$ cat config.mk
export PLATFORM = sky130hd
export DESIGN_NAME = dma_io_peripheral
export DESIGN_NICKNAME = d
export VERILOG_FILES = /design/src/rtl/dma_periph_pkg.sv /design/src/rtl/sync_fifo.sv /design/src/rtl/dma_io_peripheral.sv
export SDC_FILE = /design/constraint.sdc
export NUM_CORES = 1
export LEC_CHECK = 0
export CAP_MARGIN = 20
export CELL_PAD_IN_SITES_DETAIL_PLACEMENT = 0
export CELL_PAD_IN_SITES_GLOBAL_PLACEMENT = 1
export CORE_MARGIN = 2
export CORE_UTILIZATION = 25
export CTS_CLUSTER_SIZE = 8
export DETAILED_ROUTE_END_ITERATION = 10
export PLACE_DENSITY_LB_ADDON = 0.1
export SLEW_MARGIN = 20
export SYNTH_ARGS = -nofsm -noshare
export SYNTH_HDL_FRONTEND = slang
export SYNTH_SLANG_ARGS = --single-unit
export TNS_END_PERCENT = 50
$ cat constraint.sdc
create_clock -name CLK -period 3.75 [get_ports CLK]
set_input_delay 0.75 -clock CLK [delete_from_list [all_inputs] [get_ports CLK]]
set_output_delay 0.75 -clock CLK [all_outputs]
set_load 0.05 [all_outputs]
$ cat src/rtl/dma_periph_pkg.sv
// Shared types and constants for the DMA I/O peripheral.
package dma_periph_pkg;

  localparam int DATA_W = 8;

  // Direction encoding for the latched devToMem input.
  localparam logic DIR_DEV2MEM = 1'b1;
  localparam logic DIR_MEM2DEV = 1'b0;

  typedef enum logic [1:0] {
    IDLE    = 2'd0,
    REQUEST = 2'd1,
    ACTIVE  = 2'd2,
    DONE    = 2'd3
  } state_e;

endpackage

$ cat src/rtl/sync_fifo.sv
// Byte FIFO with wrap-around pointers and an occupancy count one bit wider
// than the pointers so full and empty are distinguishable.
module sync_fifo #(
  parameter int DEPTH = 16,
  parameter int WIDTH = 8
) (
  input  logic                     clk_i,
  input  logic                     srst_i,
  input  logic                     push_i,
  input  logic [WIDTH-1:0]         wdata_i,
  input  logic                     pop_i,
  output logic [WIDTH-1:0]         head_o,
  output logic                     full_o,
  output logic                     empty_o,
  output logic [$clog2(DEPTH):0]   count_o
);

  localparam int AW = $clog2(DEPTH);

  logic [WIDTH-1:0] mem_q [DEPTH];
  logic [AW-1:0]    wr_ptr_q;
  logic [AW-1:0]    rd_ptr_q;
  logic [AW:0]      count_q;

  // Storage array; contents need no reset since the count gates visibility.
  always_ff @(posedge clk_i) begin
    if (push_i) begin
      mem_q[wr_ptr_q] <= wdata_i;
    end
  end

  // Pointer and occupancy bookkeeping; push and pop together leave the count alone.
  always_ff @(posedge clk_i) begin
    if (srst_i) begin
      wr_ptr_q <= '0;
      rd_ptr_q <= '0;
      count_q  <= '0;
    end else begin
      if (push_i) wr_ptr_q <= wr_ptr_q + AW'(1);
      if (pop_i)  rd_ptr_q <= rd_ptr_q + AW'(1);
      case ({push_i, pop_i})
        2'b10:   count_q <= count_q + (AW+1)'(1);
        2'b01:   count_q <= count_q - (AW+1)'(1);
        default: count_q <= count_q;
      endcase
    end
  end

  assign head_o  = mem_q[rd_ptr_q];
  assign count_o = count_q;
  assign full_o  = (count_q == (AW+1)'(DEPTH));
  assign empty_o = (count_q == '0);

endmodule

$ cat src/rtl/dma_io_peripheral.sv
// Device end of a single DMA channel: FIFO-backed, raises DREQ on a fill or
// free-space threshold and moves one byte per falling I/O strobe under DACK.
module dma_io_peripheral
  import dma_periph_pkg::*;
#(
  parameter int DEPTH     = 16,
  parameter int THRESHOLD = 4
) (
  input  logic              CLK,
  input  logic              RESET,
  input  logic              enable,
  input  logic              devToMem,
  output logic              DREQ,
  input  logic              DACK,
  input  logic              IOR_N,
  input  logic              IOW_N,
  input  logic              EOP_N,
  input  logic [DATA_W-1:0] DB_IN,
  output logic [DATA_W-1:0] DB_OUT,
  output logic              DB_OE,
  input  logic [DATA_W-1:0] lclWrData,
  input  logic              lclWrValid,
  output logic              lclWrReady,
  output logic [DATA_W-1:0] lclRdData,
  output logic              lclRdValid,
  input  logic              lclRdReady,
  output logic              tcSeen,
  output logic              xferErr
);

  localparam int CW = $clog2(DEPTH) + 1;

  state_e            state_q, state_d;
  logic              dir_q;
  logic              ior_prev_q, iow_prev_q;
  logic [DATA_W-1:0] db_out_q;
  logic              db_oe_q, tc_q, err_q;

  logic              fifo_push, fifo_pop, fifo_full, fifo_empty;
  logic [DATA_W-1:0] fifo_head, fifo_wdata;
  logic [CW-1:0]     fifo_count, count_after;

  logic dev2mem, level_ok, strobe_fall, strobe_blocked;
  logic dma_xfer, dma_err, lcl_wr_fire, lcl_rd_fire, drained, eop_hit;

  assign dev2mem = (dir_q == DIR_DEV2MEM);

  // Request threshold: bytes available to read out, or room available to write in.
  assign level_ok = dev2mem ? (fifo_count >= CW'(THRESHOLD))
                            : ((CW'(DEPTH) - fifo_count) >= CW'(THRESHOLD));

  // A strobe is a high-to-low transition of the direction's own strobe while acknowledged.
  assign strobe_fall    = DACK & (dev2mem ? (ior_prev_q & ~IOR_N) : (iow_prev_q & ~IOW_N));
  assign strobe_blocked = dev2mem ? fifo_empty : fifo_full;
  assign dma_xfer       = strobe_fall & (state_q == ACTIVE) & ~strobe_blocked;
  // A strobe that finds no data/room is a protocol fault in any state.
  assign dma_err        = strobe_fall & strobe_blocked;

  // Local side stays live in every state; nothing is accepted while reset is held.
  assign lclWrReady  = ~RESET & dev2mem & ~fifo_full;
  assign lclRdValid  = ~RESET & (dir_q == DIR_MEM2DEV) & ~fifo_empty;
  assign lclRdData   = fifo_head;
  assign lcl_wr_fire = lclWrValid & lclWrReady;
  assign lcl_rd_fire = lclRdValid & lclRdReady;

  assign fifo_push  = dev2mem ? lcl_wr_fire : dma_xfer;
  assign fifo_pop   = dev2mem ? dma_xfer : lcl_rd_fire;
  assign fifo_wdata = dev2mem ? lclWrData : DB_IN;

  assign count_after = fifo_count + CW'(fifo_push) - CW'(fifo_pop);
  assign drained     = dev2mem ? (count_after == '0) : (count_after == CW'(DEPTH));
  assign eop_hit     = (state_q == ACTIVE) & DACK & ~EOP_N;

  sync_fifo #(
    .DEPTH (DEPTH),
    .WIDTH (DATA_W)
  ) u_fifo (
    .clk_i   (CLK),
    .srst_i  (RESET),
    .push_i  (fifo_push),
    .wdata_i (fifo_wdata),
    .pop_i   (fifo_pop),
    .head_o  (fifo_head),
    .full_o  (fifo_full),
    .empty_o (fifo_empty),
    .count_o (fifo_count)
  );

  // State register plus strobe history, data bus register and sticky flags.
  always_ff @(posedge CLK) begin
    if (RESET) begin
      state_q    <= IDLE;
      dir_q      <= DIR_DEV2MEM;
      ior_prev_q <= 1'b1;
      iow_prev_q <= 1'b1;
      db_out_q   <= '0;
      db_oe_q    <= 1'b0;
      tc_q       <= 1'b0;
      err_q      <= 1'b0;
    end else begin
      state_q    <= state_d;
      ior_prev_q <= IOR_N;
      iow_prev_q <= IOW_N;
      db_oe_q    <= DACK & ~IOR_N & dev2mem;
      if (state_q == IDLE) dir_q <= devToMem;
      if (dma_xfer && dev2mem) db_out_q <= fifo_head;
      if (eop_hit) tc_q <= 1'b1;
      if (dma_err) err_q <= 1'b1;
    end
  end

  // Next-state logic; dropping enable always returns to IDLE.
  always_comb begin
    state_d = state_q;
    if (!enable) begin
      state_d = IDLE;
    end else begin
      case (state_q)
        IDLE:    if (level_ok) state_d = REQUEST;
        REQUEST: if (DACK) state_d = ACTIVE;
        ACTIVE: begin
          if (eop_hit)                state_d = DONE;
          else if (dma_xfer && drained) state_d = IDLE;
          else if (!DACK)             state_d = level_ok ? REQUEST : IDLE;
        end
        DONE:    state_d = DONE;
        default: state_d = IDLE;
      endcase
    end
  end

  // Moore outputs: request is held through REQUEST and ACTIVE.
  always_comb begin
    DREQ = 1'b0;
    if (state_q == REQUEST || state_q == ACTIVE) DREQ = 1'b1;
  end

  assign DB_OUT  = db_out_q;
  assign DB_OE   = db_oe_q;
  assign tcSeen  = tc_q;
  assign xferErr = err_q;

endmodule

# ---- After elaboration in Yosys (flattened, before gate mapping)
# Memories as Yosys holds them, arrays and structs flattened. A register that Yosys moved wholly into a read port is not among the register bits.
# Index checks and enable logic that the tools add are counted.
dict set report word_totals {
  ff_bits 29
  mem_count 1
  word_cells 85
  ram_bits 128
  output_inout_bits 22
}
dict set report op_classes {
  magnitude_cmp 2
  n_mux 20
  n_reduce_logical 9
  bitwise_logic 25
  n_addsub 7
  eq_ne 10
}
# name depth width rd rd_ports_with_merged_regs write_ports line
set mem_list {}
lappend mem_list {u_fifo.mem_q 16 8 1 1 1 sync_fifo.sv:20} ;# logic [WIDTH-1:0] mem_q [DEPTH];
# op count
set op_table {}
lappend op_table {{1-bit AND} 16}
lappend op_table {{5-bit equality test, second input constant} 2}
lappend op_table {{5-bit by 3-bit greater-or-equal comparator with 1-bit output, second input constant} 2}
lappend op_table {{5-bit zero test} 2}
lappend op_table {{1-bit two-way mux} 10}
lappend op_table {{2-bit two-way mux} 5}
lappend op_table {{5-bit case mux with 2 select lines} 1}
lappend op_table {{1-bit NOT} 9}
lappend op_table {{4-bit by 1-bit adder with 4-bit output, second input constant} 2}
lappend op_table {{4-bit two-way mux} 2}
lappend op_table {{8-bit two-way mux} 1}
lappend op_table {{2-bit case mux with 4 select lines} 1}
lappend op_table {{2-bit equality test, second input constant} 3}
lappend op_table {{5-bit by 1-bit adder with 5-bit output} 1}
lappend op_table {{5-bit by 1-bit adder with 5-bit output, second input constant} 1}
lappend op_table {{5-bit by 1-bit subtractor with 5-bit output} 1}
lappend op_table {{5-bit by 1-bit subtractor with 5-bit output, second input constant} 1}
lappend op_table {{5-bit subtractor, first input constant} 1}
lappend op_table {{2-bit by 1-bit equality test with 1-bit output, second input constant} 2}
lappend op_table {{2-bit inequality test, second input constant} 2}
lappend op_table {{4-bit by 3-bit inequality test with 1-bit output, second input constant} 1}
lappend op_table {{3-bit AND reduction} 1}
lappend op_table {{1-bit logical AND} 2}
lappend op_table {{2-bit zero test} 1}
lappend op_table {{3 further kinds} 3}

# ---- Depth between registers and ports, before layout
# Gate-level depths: netlist of run 1.
dict set report depth {
  word_depth 15
  ltp_mapped 17
  mapped_depth_nobuf 17
}

# ---- Modules after synthesis
# From an unflattened synthesis of run 1, not the netlist that was laid out.
dict set report unflattened {
  cells_unflattened 449
  area_unflattened_um2 7044.3
}
# mod area_per_inst_um2 n_inst cells_each
set by_module_without_submodules {}
lappend by_module_without_submodules {sync_fifo 5814.3 1 313}
lappend by_module_without_submodules {dma_io_peripheral 1229.9 1 136}

# ---- Least setup slack after synthesis of run 1
# Ideal clock, no wire load.
dict set report synth_path {
  kind {flip-flop to flip-flop}
  startpoint {register u_fifo.count_q[2], in the netlist u_fifo.count_o[2]}
  endpoint {register state_q[0]}
  required_ns 3.628
  setup_slack_ns -0.838
  stages_incl_launch_ff 16
  t_arrival_ns 4.465
  n_path_buf 0
  period_less_slack_ns 4.588
  cell_sequence {dfxtp_1 -> inv_1 -> ha_1 -> and2_1 -> ha_1 -> nor3_1 -> a21o_1 -> ha_1 -> inv_1 -> ha_1 -> fa_1 -> or4_4 -> nor3_2 -> nand4bb_2 -> nand4_1 -> o2bb2a_1}
}
# element line
set synth_rtl {}
lappend synth_rtl {{start: declaration} sync_fifo.sv:23} ;# logic [AW:0] count_q;
lappend synth_rtl {{start signal: assignment} sync_fifo.sv:42} ;# 2'b10: count_q <= count_q + (AW+1)'(1);
lappend synth_rtl {{start signal: assignment} sync_fifo.sv:43} ;# 2'b01: count_q <= count_q - (AW+1)'(1);
lappend synth_rtl {{start signal: assignment} sync_fifo.sv:44} ;# default: count_q <= count_q;
lappend synth_rtl {{5-bit zero test (*)} sync_fifo.sv:52} ;# assign empty_o = (count_q == '0);
lappend synth_rtl {{1-bit NOT (*)} dma_io_peripheral.sv:61} ;# assign lclRdValid = ~RESET & (dir_q == DIR_MEM2DEV) & ~fifo_empty;
lappend synth_rtl {{1-bit AND (*)} dma_io_peripheral.sv:61}
lappend synth_rtl {{via lclRdValid} dma_io_peripheral.sv:25} ;# output logic lclRdValid,
lappend synth_rtl {{1-bit AND (*)} dma_io_peripheral.sv:64} ;# assign lcl_rd_fire = lclRdValid & lclRdReady;
lappend synth_rtl {{1-bit two-way mux (*)} dma_io_peripheral.sv:67} ;# assign fifo_pop = dev2mem ? dma_xfer : lcl_rd_fire;
lappend synth_rtl {{5-bit by 1-bit subtractor with 5-bit output (*)} dma_io_peripheral.sv:70} ;# assign count_after = fifo_count + CW'(fifo_push) - CW'(fifo_pop);
lappend synth_rtl {{5-bit equality test or 5-bit zero test (tied branches)} dma_io_peripheral.sv:71} ;# assign drained = dev2mem ? (count_after == '0) : (count_after == CW'(DEPTH));
lappend synth_rtl {{1-bit two-way mux (*)} dma_io_peripheral.sv:71}
lappend synth_rtl {{1-bit logical AND (*)} dma_io_peripheral.sv:123} ;# else if (dma_xfer && drained) state_d = IDLE;
lappend synth_rtl {{2-bit two-way mux} dma_io_peripheral.sv:123}
lappend synth_rtl {{2-bit two-way mux} dma_io_peripheral.sv:122} ;# if (eop_hit) state_d = DONE;
lappend synth_rtl {{2-bit case mux with 4 select lines} dma_io_peripheral.sv:118} ;# case (state_q)
lappend synth_rtl {{end signal: assignment} dma_io_peripheral.sv:101} ;# state_q <= state_d;
lappend synth_rtl {{end: declaration} dma_io_peripheral.sv:33} ;# state_e state_q, state_d;
# The timed path passes the listed nets; every way through them passes the cells marked *. The select of a mux whose other input is x is not followed.
# A chain may end at the register's enable or synchronous reset.

# ---- Final worst setup path of run 1
dict set report layout_path {
  startpoint {input port DACK}
  endpoint {register state_q[0]}
}
dict set report layout_between {
  elab_chain_len 12
}
# element line
set layout_rtl {}
lappend layout_rtl {{start: declaration} dma_io_peripheral.sv:14} ;# input logic DACK,
lappend layout_rtl {{1-bit AND} dma_io_peripheral.sv:53} ;# assign strobe_fall = DACK & (dev2mem ? (ior_prev_q & ~IOR_N) : (iow_prev_q & ~IOW_N));
lappend layout_rtl {{1-bit AND (2 in a row)} dma_io_peripheral.sv:55} ;# assign dma_xfer = strobe_fall & (state_q == ACTIVE) & ~strobe_blocked;
lappend layout_rtl {{1-bit two-way mux} dma_io_peripheral.sv:66} ;# assign fifo_push = dev2mem ? lcl_wr_fire : dma_xfer;
lappend layout_rtl {{5-bit by 1-bit adder with 5-bit output} dma_io_peripheral.sv:70}
lappend layout_rtl {{5-bit by 1-bit subtractor with 5-bit output} dma_io_peripheral.sv:70}
lappend layout_rtl {{5-bit equality test or 5-bit zero test (tied branches)} dma_io_peripheral.sv:71}
lappend layout_rtl {{1-bit two-way mux} dma_io_peripheral.sv:71}
lappend layout_rtl {{1-bit logical AND} dma_io_peripheral.sv:123}
lappend layout_rtl {{2-bit two-way mux} dma_io_peripheral.sv:123}
lappend layout_rtl {{2-bit two-way mux} dma_io_peripheral.sv:122}
lappend layout_rtl {{2-bit case mux with 4 select lines} dma_io_peripheral.sv:118}
# Several ways; a longest one is shown, not always the timed one.

==> results.json, run 1 <==
{
  "insertion_delay_ns": 0.43,
  "clk_path_buf_depth": 2,
  "rsz0062_at_grt": "false",
  "cts_buffers": 17,
  "synth_nets": 463,
  "netlist_area_mm2": 0.00689,
  "gp_congestion": 0.703,
  "ios": 48,
  "slew_violations": 0,
  "diodes": 0,
  "synthTopCellsByArea": "edfxtp_1 56%, mux4_2 13%, dfxtp_1 9.6%",
  "r2r_cells": 14,
  "antenna_found_initial": 0,
  "dieWidth_um": 170,
  "drc": 0,
  "synth_cell_types": 46,
  "synth_edf_count": 128,
  "cp_data_arrival_time_ns": 3.90,
  "yosys_warnings": 0,
  "cts_sinks": 161,
  "holdPathStages": 2,
  "cts_root_buffer": "clkbuf_16",
  "dieArea_mm2": 0.0289,
  "max_freq_mhz": 279,
  "avgSynthCellArea_um2": 16.8,
  "start_kind": "input pin",
  "nets": 550,
  "core_mm2": 0.0270,
  "total_power_mw": 4.09,
  "viasPerCell": 4.37,
  "cts_tree": "done",
  "setup_viol": 0,
  "ant_nets": 0,
  "die_y_um": 170,
  "syn_inst": 411,
  "cts_hold_buffers": 0,
  "grt_usage": 0.117,
  "hold_viol": 0,
  "grt_start_max_net_pins": 33,
  "status": "completed",
  "clk_pin_slew_worst_paths_ns": 0.07,
  "required_ns": 4.06,
  "wl_per_cell_um": 19.0,
  "drt_first_iter_violations": 202,
  "grt_pass1_wl_mm": 24.4,
  "ys.flop_type": "edfxtp_1",
  "crit_path_max_fanout": 4,
  "max-cap-violations": 0,
  "period_minus_slack_ns": 3.59,
  "firstDrtPassIters": 4,
  "powerDensity_mw_per_mm2": 470,
  "first_global_vias": 3851,
  "yosys.area.top_type": "edfxtp_1",
  "async_reset_ff_frac": 0,
  "tightestPinTransition_ns": 0.634,
  "portBuffers": 47,
  "start_util": 0.255,
  "routed_wl_mm": 16.2,
  "num_vias": 3719,
  "power_leakage_nw": 2.92,
  "h-tree-depth": 4,
  "layout_commonest_cell": "edfxtp_1",
  "crit_type": "in2reg",
  "ys_seq_elements": 161,
  "period_share": 0.957,
  "hpwl_mm": 11.3,
  "final_core_util": 0.322,
  "area_growth_pct": 26.4,
  "rows": 60,
  "yosysTopAreaCellShare": 0.558,
  "drive_above_1_share": 0.294,
  "slew_headroom": 0.576,
  "fin_skew_ns": 0.0151,
  "peakVddDrop_v": 0.000277,
  "ys_seq_area_frac": 0.654,
  "end_kind": "flip-flop",
  "grt_overflow": 0,
  "hold_class": "reg2reg",
  "mostFrequentLayoutCells": "128 x edfxtp_1, 46 x buf_4, 40 x mux4_2, 37 x clkdlybuf4s50_1, 35 x nor2_1"
}
-- area by class of cell --
type                    count  area (um2)
clock inverters            15         213
fillers                  2650       18300
repair buffers             86         776
inverters                  22        82.6
well taps                 341         427
clock buffers              17         425
multi-input cells         210        2270
flip-flops and latches    161        4510
-- per-layer routing --
layer	track usage	routed length, um	vias to the layer above
met3	0.0249	519	11
li1	-	-	1753
met4	0.0301	153	0
met1	0.161	7890	1892
met5	0	0	-
met2	0.189	7620	63
-- critical path, stage by stage --
cell and delay [ns]:
clkdlybuf4s50_1 0.49, nand2_1 0.12, nor4_4 0.30, a21o_1 0.14, ha_1 0.22, inv_1 0.06
ha_2 0.18, fa_1 0.41, or4_4 0.55, nor3_4 0.23, nand4bb_4 0.14, nand4_1 0.10
o2bb2a_1 0.20
-- per-stage QoR --
step,hold WS [ns],setup slack [ns],instance area (um2),setup TNS (ns),cells
finish,0.473,0.161,8700,0,852
global route,0.512,0.000691,8700,0,852
CTS,0.484,0.0438,8630,0,848
detailed placement,0.467,-0.178,7990,-0.401,816
global placement,0.472,-0.128,7990,-0.234,816
floorplan,0.485,0.0161,6910,0,411
-- kinds of logic (layout without fill, tap and decap cells) --
group / count (synthesis) / after routing / synth area share
AO/OA/AOI/OAI: 25 / 25 / 0.0283
XOR/XNOR: 14 / 14 / 0.0178
adder cells (fa/ha/maj): 26 / 26 / 0.0494
buffers and inverters: 40 / 140 / 0.0267
flip-flops: 161 / 161 / 0.654
multiplexers: 58 / 58 / 0.159
AND/OR/NAND/NOR: 87 / 87 / 0.0643
-- worst paths after layout --
| check | slack (ns) | from | endpoint |
|---|---|---|---|
| worst max-delay path | 0.16 | DACK | state_q[0]$_SDFFE_PP0P_ |
| worst min-delay path | 0.47 | tcSeen$_SDFFE_PP0P_ | tcSeen$_SDFFE_PP0P_ |
| worst max register to register | 0.25 | u_fifo.count_o[3]$_SDFFE_PP0P_ | state_q[0]$_SDFFE_PP0P_ |
| worst min register to register | 0.47 | tcSeen$_SDFFE_PP0P_ | tcSeen$_SDFFE_PP0P_ |
-- state kept, by name (all words and copies together) (netlist names), named ones only --
name             count
u_fifo.mem_q       128
DB_OUT               8
u_fifo.count_o       5
u_fifo.rd_ptr_q      4
u_fifo.wr_ptr_q      4
state_q              2
DB_OE                1
dev2mem              1
ior_prev_q           1
iow_prev_q           1
tcSeen               1
xferErr              1
-- synth_stat cells, drive strengths merged (2+ instances only) --
cell      n
and2      5
clkbuf    5
or2       3
nand2    10
nor4      5
mux2i     9
edfxtp  128
o211ai    2
nor3      9
and3      2
dfxtp    33
nor3b     2
buf      13
inv      22
mux2      9
a21oi     9
nand3     4
nand4     4
ha       24
mux4     40
xnor2     7
a21o      2
fa        2
o21bai    2
nor2b     5
xor2      7
nor2     35
-- power breakdown --
group | internal, mW | switching, mW
clock | 0.975 | 0.852
combinational | 0.126 | 0.173
sequential | 1.96 | 0.00893
-- timing repair --
action / in CTS / in global routing
buffers inserted: 0 / 4
endpoints found under the setup margin: 0 / 2
gates resized for setup: 0 / 8
hold endpoints to repair: 0 / 0
Power figures use the tool's default switching activity.
==> run 2, diff against run 1 <==
CORE_MARGIN = unset   (was 2)
==> results.json, run 2 (synthesized netlist as in run 1, its figures left out) <==
{
  "path_cells": "clkdlybuf4s50_1 > nand2_1 > nor4_4 > a21o_1 > ha_1 > inv_1 > ha_1 > fa_1 > or4_4 > nor3_2 > nand4bb_2 > nand4_1 > o2bb2a_1",
  "cp_data_arrival_time_ns": 3.85,
  "largest_reg_flops": 128,
  "tightestPinTransition_ns": 0.618,
  "rsz0062_at_grt": "false",
  "drive_above_1_share": 0.296,
  "first_global_vias": 3953,
  "instances_no_fill": 851,
  "nets": 549,
  "period_share": 0.939,
  "drc": 0,
  "power_leakage_nw": 2.90,
  "cts_root_buffer": "clkbuf_16",
  "max_freq_mhz": 284,
  "path_common_cell": "ha_1",
  "cts_buffers": 17,
  "grt_overflow": 0,
  "area_growth_pct": 26.1,
  "p_sw_frac": 0.250,
  "setup_viol": 0,
  "dieWidth_um": 168,
  "gp_congestion": 0.682,
  "crit_type": "in2reg",
  "rows": 60,
  "die_y_um": 168,
  "diodes": 0,
  "hold_class": "reg2reg",
  "grt_pass1_wl_mm": 24.7,
  "ios": 48,
  "end_kind": "flip-flop",
  "viasPerCell": 4.36,
  "regMostFlops": "u_fifo.mem_q",
  "cts_sinks": 161,
  "start_kind": "input pin",
  "pwr-share-seq": 0.483,
  "drt_first_iter_violations": 208,
  "crit_path_max_fanout": 4,
  "fin_skew_ns": 0.0151,
  "dieArea_mm2": 0.0282,
  "slew_headroom": 0.587,
  "multi_input_area_mm2": 0.00226,
  "num_vias": 3712,
  "n_fill_cell": 2592,
  "start_util": 0.255,
  "hpwl_mm": 11.3,
  "p_int_mw": 3.05,
  "antenna_found_initial": 0,
  "h-tree-depth": 4,
  "mostFrequentLayoutCells": "128 x edfxtp_1, 45 x buf_4, 40 x mux4_2, 37 x clkdlybuf4s50_1, 35 x nor2_1",
  "max-cap-violations": 0,
  "ant_nets": 0,
  "firstDrtPassIters": 4,
  "grt_start_max_net_pins": 33,
  "p_comb_frac": 0.071,
  "clk_pin_slew_worst_paths_ns": 0.08,
  "portBuffers": 47,
  "status": "completed",
  "pwr-share-clk": 0.446,
  "layout_commonest_cell": "edfxtp_1",
  "power.switching_mw": 1.02,
  "powerDensity_mw_per_mm2": 469,
  "critPathMaxStageDelay_ns": 0.54,
  "critical_path.slowest_cell": "or4_4",
  "required_ns": 4.08,
  "cts_tree": "done",
  "routed_wl_mm": 15.8,
  "clk_path_buf_depth": 2,
  "peakVddDrop_v": 0.000304,
  "insertion_delay_ns": 0.43,
  "period_minus_slack_ns": 3.52,
  "seq_area_mm2": 0.00451,
  "grt_usage": 0.121,
  "wl_per_cell_um": 18.5,
  "dp.cells": 818,
  "hold_viol": 0,
  "slew_violations": 0,
  "core_mm2": 0.0270,
  "total_power_mw": 4.07
}
run 2: layer usage:
layer / global-route usage / share of wire / up-vias
met4: 0.0383 / 0.011 / 0
met5: 0 / 0 / -
met1: 0.161 / 0.48 / 1891
met3: 0.0252 / 0.029 / 12
li1: - / - / 1752
met2: 0.197 / 0.48 / 57
run 2: path summary, 6_finish.rpt:
path / from / endpoint / slack (ns) / depth (start not counted)
max: DACK / state_q[0]$_SDFFE_PP0P_ / 0.23 / 13
min reg2reg: tcSeen$_SDFFE_PP0P_ / tcSeen$_SDFFE_PP0P_ / 0.49 / 2
max reg2reg: u_fifo.count_o[2]$_SDFFE_PP0P_ / state_q[0]$_SDFFE_PP0P_ / 0.25 / 15
min: tcSeen$_SDFFE_PP0P_ / tcSeen$_SDFFE_PP0P_ / 0.49 / 2
run 2: area by class of cell:
class | instances | area share
Tap cell | 341 | 0.0491
Inverter | 22 | 0.00951
Clock inverter | 15 | 0.0242
Clock buffer | 17 | 0.0490
Timing Repair Buffer | 85 | 0.0885
Multi-Input combinational cell | 210 | 0.260
Sequential cell | 161 | 0.519
run 2: worst max-delay path: cells and delay by family:
kind	cells	cell delay, ns
AOI/OAI and AO/OA	2	0.37
adders and majority gates	3	0.83
buffers and inverters	2	0.54
and+or+nand+nor	6	1.36
run 2: timing repair:
item | CTS | global route
hold buffers | 0 | 0
setup buffers | 0 | 1
gates resized for setup | 0 | 3
setup endpoints to repair | 0 | 2
hold endpoints to repair | 0 | 0
run 2: per-stage QoR:
step | TNS [ns] | setup slack, ns | instance area [um2] | hold slack [ns] | utilization
2_1_floorplan | 0 | 0.0161 | 6910 | 0.485 | -
3_3_place_gp | -0.241 | -0.128 | 8030 | 0.465 | 0.298
3_5_place_dp | -0.510 | -0.222 | 8030 | 0.469 | 0.298
4_1_cts | 0 | 0.0399 | 8670 | 0.486 | 0.322
5_1_grt | 0 | 0.0199 | 8680 | 0.532 | 0.322
6_report | 0 | 0.229 | 8680 | 0.488 | 0.322
run 2: power groups by stage:
stage          clock (mW)  combinational [mW]  sequential (mW)
2_1_floorplan           0               0.169             2.01
3_3_place_gp            0               0.293             2.01
3_5_place_dp            0               0.295             2.01
4_1_cts              1.87               0.296             1.97
5_1_grt              1.94               0.319             1.97
6_report             1.82               0.290             1.97
